[src/rtl/axi_pkg.sv]
// Shared types and constants for the AXI read arbiter slice.
package axi_pkg;

  typedef enum logic [1:0] {
    IDLE = 2'd0,
    ADDR = 2'd1,
    DATA = 2'd2,
    ERR  = 2'd3
  } state_e;

  localparam logic [1:0] RESP_OKAY   = 2'b00;
  localparam logic [1:0] RESP_SLVERR = 2'b10;
  localparam logic [1:0] RESP_DECERR = 2'b11;

  localparam logic [1:0] BURST_FIXED = 2'b00;
  localparam logic [1:0] BURST_INCR  = 2'b01;
  localparam logic [1:0] BURST_WRAP  = 2'b10;

  // Index width for n masters; a single master still needs one bit.
  function automatic int idx_w(input int n);
    return (n > 1) ? $clog2(n) : 1;
  endfunction

endpackage

[src/rtl/axi_read_arbiter_rr_pick.sv]
// Round-robin picker: first set request at or after ptr, wrapping modulo NM.
module rr_pick
  import axi_pkg::*;
#(
  parameter int NM = 3,
  parameter int IW = 2
) (
  input  logic [NM-1:0] req,
  input  logic [IW-1:0] ptr,
  output logic [IW-1:0] idx,
  output logic          any
);

  int pos;

  always_comb begin
    idx = '0;
    any = 1'b0;
    pos = 0;
    for (int k = 0; k < NM; k++) begin
      pos = (int'(ptr) + k) % NM;
      if (!any && req[pos]) begin
        any = 1'b1;
        idx = IW'(pos);
      end
    end
  end

endmodule

[src/rtl/axi_read_arbiter.sv]
// Shares one downstream AXI read channel among NM masters, one burst at a time,
// answering decode misses locally with DECERR beats.
//
// state | meaning
// IDLE  | no burst owned; grant first requester at/after rr_ptr and latch its AR
// ADDR  | present latched AR downstream, or divert to ERR on a decode miss
// DATA  | pass R beats from the slave to the granted master until s_rlast
// ERR   | generate ARLEN+1 DECERR beats to the granted master
module axi_read_arbiter
  import axi_pkg::*;
#(
  parameter  int NM     = 3,
  parameter  int ID_W   = 4,
  parameter  int ADDR_W = 32,
  parameter  int DATA_W = 32,
  parameter  int LEN_W  = 4,
  localparam int IW     = idx_w(NM)
) (
  input  logic                 clk,
  input  logic                 rst,
  input  logic [NM-1:0]        m_arvalid,
  output logic [NM-1:0]        m_arready,
  input  logic [NM*ID_W-1:0]   m_arid,
  input  logic [NM*ADDR_W-1:0] m_araddr,
  input  logic [NM*LEN_W-1:0]  m_arlen,
  input  logic [NM*3-1:0]      m_arsize,
  input  logic [NM*2-1:0]      m_arburst,
  output logic [NM-1:0]        m_rvalid,
  input  logic [NM-1:0]        m_rready,
  output logic [ID_W-1:0]      m_rid,
  output logic [DATA_W-1:0]    m_rdata,
  output logic [1:0]           m_rresp,
  output logic                 m_rlast,
  output logic                 s_arvalid,
  input  logic                 s_arready,
  output logic [ID_W+IW-1:0]   s_arid,
  output logic [ADDR_W-1:0]    s_araddr,
  output logic [LEN_W-1:0]     s_arlen,
  output logic [2:0]           s_arsize,
  output logic [1:0]           s_arburst,
  input  logic                 s_rvalid,
  output logic                 s_rready,
  input  logic [ID_W+IW-1:0]   s_rid,
  input  logic [DATA_W-1:0]    s_rdata,
  input  logic [1:0]           s_rresp,
  input  logic                 s_rlast,
  input  logic                 dec_err,
  output logic                 proto_err
);

  state_e            state, state_nxt;
  logic [IW-1:0]     gnt, rr_ptr, nxt_ptr, pick_idx;
  logic              pick_any;
  logic [ID_W-1:0]   ar_id;
  logic [ADDR_W-1:0] ar_addr;
  logic [LEN_W-1:0]  ar_len;
  logic [2:0]        ar_size;
  logic [1:0]        ar_burst;
  logic [LEN_W-1:0]  beat_cnt;
  logic              last_beat;
  logic              gnt_rready;
  logic              unused_rid_hi;

  rr_pick #(.NM(NM), .IW(IW)) u_rr_pick (
    .req (m_arvalid),
    .ptr (rr_ptr),
    .idx (pick_idx),
    .any (pick_any)
  );

  assign last_beat     = (beat_cnt == ar_len);
  assign gnt_rready    = m_rready[gnt];
  assign nxt_ptr       = (gnt == IW'(NM - 1)) ? '0 : gnt + 1'b1;
  // Upper RID bits carry our own master index; masters only see their ARID.
  assign unused_rid_hi = ^s_rid[ID_W+IW-1:ID_W];

  assign s_arid    = {gnt, ar_id};
  assign s_araddr  = ar_addr;
  assign s_arlen   = ar_len;
  assign s_arsize  = ar_size;
  assign s_arburst = ar_burst;

  always_comb begin
    state_nxt = state;
    m_arready = '0;
    m_rvalid  = '0;
    s_arvalid = 1'b0;
    s_rready  = 1'b0;
    m_rid     = '0;
    m_rdata   = '0;
    m_rresp   = RESP_OKAY;
    m_rlast   = 1'b0;
    case (state)
      IDLE: begin
        // Gated so no master sees an accept while reset is held.
        if (pick_any && !rst) begin
          m_arready[pick_idx] = 1'b1;
          state_nxt           = ADDR;
        end
      end
      ADDR: begin
        if (dec_err) begin
          state_nxt = ERR;
        end else begin
          s_arvalid = 1'b1;
          if (s_arready) state_nxt = DATA;
        end
      end
      DATA: begin
        m_rvalid[gnt] = s_rvalid;
        s_rready      = gnt_rready;
        m_rid         = s_rid[ID_W-1:0];
        m_rdata       = s_rdata;
        m_rresp       = s_rresp;
        m_rlast       = s_rlast;
        if (s_rvalid && gnt_rready && s_rlast) state_nxt = IDLE;
      end
      ERR: begin
        m_rvalid[gnt] = 1'b1;
        m_rid         = ar_id;
        m_rresp       = RESP_DECERR;
        m_rlast       = last_beat;
        if (gnt_rready && last_beat) state_nxt = IDLE;
      end
      default: state_nxt = IDLE;
    endcase
  end

  always_ff @(posedge clk or posedge rst) begin
    if (rst) begin
      state     <= IDLE;
      gnt       <= '0;
      rr_ptr    <= '0;
      ar_id     <= '0;
      ar_addr   <= '0;
      ar_len    <= '0;
      ar_size   <= '0;
      ar_burst  <= '0;
      beat_cnt  <= '0;
      proto_err <= 1'b0;
    end else begin
      state <= state_nxt;
      case (state)
        IDLE: begin
          if (pick_any) begin
            gnt      <= pick_idx;
            ar_id    <= m_arid[int'(pick_idx)*ID_W +: ID_W];
            ar_addr  <= m_araddr[int'(pick_idx)*ADDR_W +: ADDR_W];
            ar_len   <= m_arlen[int'(pick_idx)*LEN_W +: LEN_W];
            ar_size  <= m_arsize[int'(pick_idx)*3 +: 3];
            ar_burst <= m_arburst[int'(pick_idx)*2 +: 2];
          end
        end
        ADDR: beat_cnt <= '0;
        DATA: begin
          if (s_rvalid && gnt_rready) begin
            beat_cnt <= beat_cnt + 1'b1;
            // Flag a misplaced RLAST but still let the slave end the burst.
            if (s_rlast != last_beat) proto_err <= 1'b1;
            if (s_rlast) rr_ptr <= nxt_ptr;
          end
        end
        ERR: begin
          if (gnt_rready) begin
            beat_cnt <= beat_cnt + 1'b1;
            if (last_beat) rr_ptr <= nxt_ptr;
          end
        end
        default: ;
      endcase
    end
  end

endmodule

[config.mk]
export PLATFORM = sky130hd
export DESIGN_NAME = axi_read_arbiter
export DESIGN_NICKNAME = d
export VERILOG_FILES = /design/src/rtl/axi_pkg.sv /design/src/rtl/axi_read_arbiter_rr_pick.sv /design/src/rtl/axi_read_arbiter.sv
export SDC_FILE = /design/constraint.sdc
export NUM_CORES = 1
export LEC_CHECK = 0
export CORE_AREA = 3 3 108 110
export DETAILED_ROUTE_END_ITERATION = 6
export DIE_AREA = 0 0 111 113
export PLACE_DENSITY = 0.86
export SYNTH_ARGS = -nofsm -noshare
export SYNTH_HDL_FRONTEND = slang
export SYNTH_SLANG_ARGS = --single-unit
[constraint.sdc]
create_clock -name clk -period 6.9 [get_ports clk]
set_input_delay 1.38 -clock clk [delete_from_list [all_inputs] [get_ports clk]]
set_output_delay 1.38 -clock clk [all_outputs]
set_load 0.02 [all_outputs]
Word level (Yosys, flattened, before mapping). Index checks and enable logic that the tools add are counted. Widths: inputs -> output; s select.

Flip-flop bits (word level): 56. Input port bits: 187. Output and inout bits: 95. Word-level logic and storage cells: 110.

Add/subtract/negate cells: 4. $mul: 1. Divide/modulo/power cells: 3. Magnitude comparators: 7. Eq/ne operators: 14. Shifts and indexed selects: 5. Mux-type cells: 46. Bitwise gates (word level): 1. Reductions and logical operators: 19.

Operator list (number): $lt 32x4->1 const B (3); $shiftx 96x8->32 (1); $mod 32x3->32 const B (2); $mod 3x3->32 const B (1); $mux 32 (1); $mux 2 (13); $shiftx 12x5->4 (2); $mux 1 (15); $ne 2x2->1 const B (7); $pmux 4 s3 (1); $shiftx 9x5->3 (1); $bmux 1 s2 (4); $logic_and 1x1->1 (8); $mux 4 (2); $pmux 2 s2 (2); $pmux 2 s4 (1); $pmux 4 s2 (1); $eq 2x2->1 const B (3); $lt 2x3->1 const B (2); $mux 3 (2); $pmux 3 s2 (1); $reduce_and 3->1 (2); $shiftx 6x4->2 (1); $reduce_and 5->1 (1); other kinds (19) (23).

Longest topological paths before layout.
Depth after elaboration: 17. Depth in mapped cells: 11. Mapped depth without buffers: 8.

Cells and area by module. From an unflattened synthesis, not the netlist that was laid out.

Cell total of the unflattened synthesis: 442. Area total of the unflattened synthesis: 3683.5 µm².

Modules (own cells, without submodules): axi_read_arbiter (times used 1, cells an instance 416, area an instance 3483.3 µm², sequential area each 1401.3 µm²); rr_pick (times used 1, cells an instance 26, area an instance 200.2 µm², sequential area each 0.0 µm²).

Worst setup path before layout. OpenSTA, ideal clock, no wires.

Path kind: input-to-output. From: input rst. To: output m_arready[0]. Arrival time: 3054 ps. Data required time: 5520 ps. Slack: 2466 ps. Stages on the path: 2. Buffers on the path: 0. Cells stage by stage: inv_1 -> and4_1.

Cells in the longest elaborated chain, start to end: 4.

RTL lines: from (decl) (line axi_read_arbiter.sv:20) `input logic rst,`; $logic_not 1->1 (no line); $logic_and 1x1->1 (line axi_read_arbiter.sv:96) `if (pick_any && !rst) begin`; $mux 3 (line axi_read_arbiter.sv:96); $mux 3 (line axi_read_arbiter.sv:93) `case (state)`; to (decl) (line axi_read_arbiter.sv:22) `output logic [NM-1:0] m_arready,`.

Every way passes these cells.

Worst setup path after layout.
From: input m_arvalid[0]. To: output m_arready[1].

Cells in the longest elaborated chain, start to end: 16. Elaborated cells on any way between the ends: 27. Classes of those cells: 2 x order compare; 19 x mux; 6 x reduce/logical.

RTL lines: from (decl) (line axi_read_arbiter.sv:21) `input logic [NM-1:0] m_arvalid,`; $bmux 1 s2 (line axi_read_arbiter_rr_pick.sv:22) `if (!any && req[pos]) begin`; $mux 1 (implied by the code) (2 in a row) (line axi_read_arbiter_rr_pick.sv:22); $mux 1 (line axi_read_arbiter_rr_pick.sv:22); $logic_not 1->1 (line axi_read_arbiter_rr_pick.sv:22); $logic_and 1x1->1 (line axi_read_arbiter_rr_pick.sv:22); $mux 1 (line axi_read_arbiter_rr_pick.sv:22); $logic_not 1->1 (line axi_read_arbiter_rr_pick.sv:22); $logic_and 1x1->1 (line axi_read_arbiter_rr_pick.sv:22); $mux 2 (line axi_read_arbiter_rr_pick.sv:22); $lt 2x3->1 (implied by the code) / $ge 2x1->1 (equally long branches) (line axi_read_arbiter.sv:97) `m_arready[pick_idx] = 1'b1;`; $logic_and 1x1->1 (implied by the code) (line axi_read_arbiter.sv:97); $mux 1 (implied by the code) (line axi_read_arbiter.sv:97); $demux 1 s2 (line axi_read_arbiter.sv:97); $mux 3 (*) (line axi_read_arbiter.sv:96); $mux 3 (*) (line axi_read_arbiter.sv:93).

Every way passes the cells marked *; elsewhere a longest branch is shown, timed or not. The select of a mux whose other input is x is not followed.

==> results.sh <==
export IMPL_outcome="finished clean"
export IMPL_startpoint_type="primary input"
export IMPL_hold_buffers=0
export IMPL_worstHoldPathType="reg -> reg"
export IMPL_avgRoutedWirePerCell_um=18.42
export IMPL_worstMarginPinSlew_ns=0.9690
export IMPL_antenna_found_initial=0
export IMPL_place_gp_congestion=0.9514
export IMPL_cts_max_level=2
export IMPL_track_usage_pct=23.45
export IMPL_fmax_ghz=0.1742
export IMPL_ios=282
export IMPL_gr_total_overflow=0
export IMPL_cts_sinks=56
export IMPL_first_pass_iters=5
export IMPL_grt_pass1_vias=4596
export IMPL_portBuffers=279
export IMPL_synthCells=417
export IMPL_clockRootBuffer="clkbuf_8"
export IMPL_drive_gt1_share_pct=3.139
export IMPL_die_height_um=113
export IMPL_grtUsageMet2_pct=43.69
export IMPL_post_cts_setup_buffers=0
export IMPL_busiest_layer="met2"
export IMPL_dp_cells=802
export IMPL_postRouteAntennaNets=0
export IMPL_die_x_um=111
export IMPL_max_slew_margin_pct=35.40
export IMPL_cts_clk_slew_worst_paths_ns=0.09
export IMPL_synth_area_um2=3845
export IMPL_finalMaxSlewViolations=0
export IMPL_post_route_period_util_pct=83.20
export IMPL_path_class="in -> out"
export IMPL_layout_commonest_cell="clkdlybuf4s50_1"
export IMPL_rsz0062_at_grt="no"
export IMPL_crit_arrival_ns=4.36
export IMPL_synth_warnings=0
export IMPL_post_cts_resized=0
export IMPL_dp_hpwl_mm=11.58
export IMPL_final_cell_mix="clkdlybuf4s50_1 (279), dfrtp_1 (56), nand2_1 (55)"
export IMPL_vdd_ir_drop_max_mv=0.1959
export IMPL_clock_path_buffers=2
export IMPL_powerDensity_nw_per_um2=392.1
export IMPL_fin_crit_ns=5.741
export IMPL_insertion_delay_ns=0.30
export IMPL_grt_pass1_wl_mm=23.69
export IMPL_cts_tree="built"
export IMPL_synth_flop_cell="dfrtp_1"
export IMPL_drtIter0Drc=222
export IMPL_area_growth_syn_to_layout_pct=75.43
export IMPL_required_ns=5.52
export IMPL_cts_buffers=5
export IMPL_critical_path_max_fanout=51
export IMPL_rows=38
export IMPL_diodes=0
export IMPL_vias=4311
export IMPL_cap_violations=0
export IMPL_wl_mm=14.90
export IMPL_num_fill_cells=889
export IMPL_grtUsageMet3_pct=7.166
export IMPL_nNetsFinal=861
export IMPL_viasPerCell=5.329
export IMPL_use_met1_pct=25.00
export IMPL_drc=0
export IMPL_r2r_slack_ns=3.89
export IMPL_syn_area_per_cell_um2=9.220
export IMPL_fp_coreArea_um2=10790
export IMPL_synth_cell_types=46
export IMPL_end_kind="output pin"
export IMPL_synth_nets=609
export IMPL_die_area_um2=12540
export IMPL_leakagePower_nw=2.627
export IMPL_initial_utilization_pct=35.62
export IMPL_finClkSkew_ns=0.004644
export IMPL_grt_max_degree=91
export IMPL_fin_setup_tns_ns=0
export IMPL_instances_no_fill=809
export IMPL_synth_edf_count=0
export IMPL_finalHoldViolCount=0
export IMPL_async_flop_share_pct=100.0
export IMPL_ys_seq_area_share_pct=36.45
export IMPL_synth_seq_cells=56
export IMPL_setup_viol=0
==> final cells by class <==
type | instances | area (um2) | area share, %
inverter | 6 | 22.52 | 0.3339
clock buffer | 7 | 96.34 | 1.428
tap | 140 | 175.2 | 2.597
sequential | 56 | 1401 | 20.78
timing repair buffer | 284 | 2830 | 41.96
multi-input combinational | 316 | 2220 | 32.91
==> where the power goes <==
group | internal, mW | switching (mW) | leakage [nW]
Combinational | 0.828 | 0.995 | 1.89
Sequential | 0.490 | 0.140 | 0.684
Clock | 0.0897 | 0.102 | 0.0503
==> critical path: stages <==
cell             delay [ns]
clkdlybuf4s50_1        0.57
mux2i_1                0.12
nor2_2                 0.26
nor4_2                 0.12
or3_2                  0.84
nor4_1                 0.39
clkdlybuf4s50_1        0.66
==> cells in the mapped netlist, types with 2 or more instances <==
master | number | area [um2]
o2bb2ai_1 | 2 | 17.52
and2_1 | 33 | 206.5
o21ai_1 | 4 | 20.02
nor2b_1 | 8 | 50.05
inv_1 | 6 | 22.52
nor4_1 | 2 | 12.51
a21o_1 | 6 | 45.04
ha_1 | 5 | 62.56
o21bai_1 | 2 | 15.01
o21ai_0 | 4 | 20.02
nand2_1 | 55 | 206.5
o21a_1 | 4 | 30.03
a2bb2oi_1 | 44 | 385.4
nand2b_1 | 46 | 287.8
o311ai_0 | 11 | 96.34
o22ai_1 | 2 | 12.51
clkbuf_1 | 19 | 71.32
buf_2 | 11 | 55.05
nor3_1 | 4 | 20.02
or3_1 | 3 | 18.77
o31ai_1 | 4 | 30.03
mux2i_1 | 10 | 100.1
nand3b_1 | 2 | 15.01
xor2_1 | 4 | 35.03
nor3b_1 | 3 | 22.52
a22o_1 | 2 | 17.52
a21oi_1 | 3 | 15.01
buf_6 | 9 | 101.4
dfrtp_1 | 56 | 1401
nor2_1 | 5 | 18.77
o311ai_1 | 33 | 289.0
==> flip-flops by register name (all words and copies together), names as in the netlist <==
register,count
s_araddr,32
rr_ptr,2
beat_cnt,4
gnt,2
s_arsize,3
ar_id,4
s_arburst,2
state,2
s_arlen,4
proto_err,1
==> through the flow <==
step           util [%]  hold slack (ns)  worst slack (ns)  cell area (um2)  total power, mW
2_1_floorplan         -           0.4713             2.466             3845            1.699
3_3_place_gp      61.60           0.4652             1.238             6649            2.398
3_5_place_dp      61.60           0.4757             1.160             6649            2.463
4_1_cts           62.50           0.4971             1.162             6745            2.660
5_1_grt           62.50           0.5285             1.004             6745            2.831
6_report          62.50           0.4931             1.159             6745            2.645
==> path summary, 6_finish.rpt <==
path	start	endpoint	cells past startpoint
setup / recovery	m_arvalid[0]	m_arready[1]	7
hold / removal	proto_err	proto_err	1
setup reg to reg	rr_ptr[0]	ar_id[3]	9
hold reg to reg	proto_err	proto_err	1
max in group asynchronous	rst	s_araddr[30]	3
min in group asynchronous	rst	s_araddr[6]	3
==> per-layer routing <==
metal | part of all wire [%] | vias up
li1 | - | 2035
met1 | 36 | 2010
met2 | 53 | 242
met3 | 8.4 | 24
met4 | 2.5 | 0
met5 | 0 | -
==> logic make-up after synthesis <==
kind of cell | synth area share, %
and+or+nand+nor | 24.28
AOI/OAI and AO/OA | 26.81
DFF | 36.45
buffers and inverters | 6.508
muxes | 3.189
xor gates and xnor gates | 1.139
adders and majority gates | 1.627
Power figures use the tool's default switching activity.
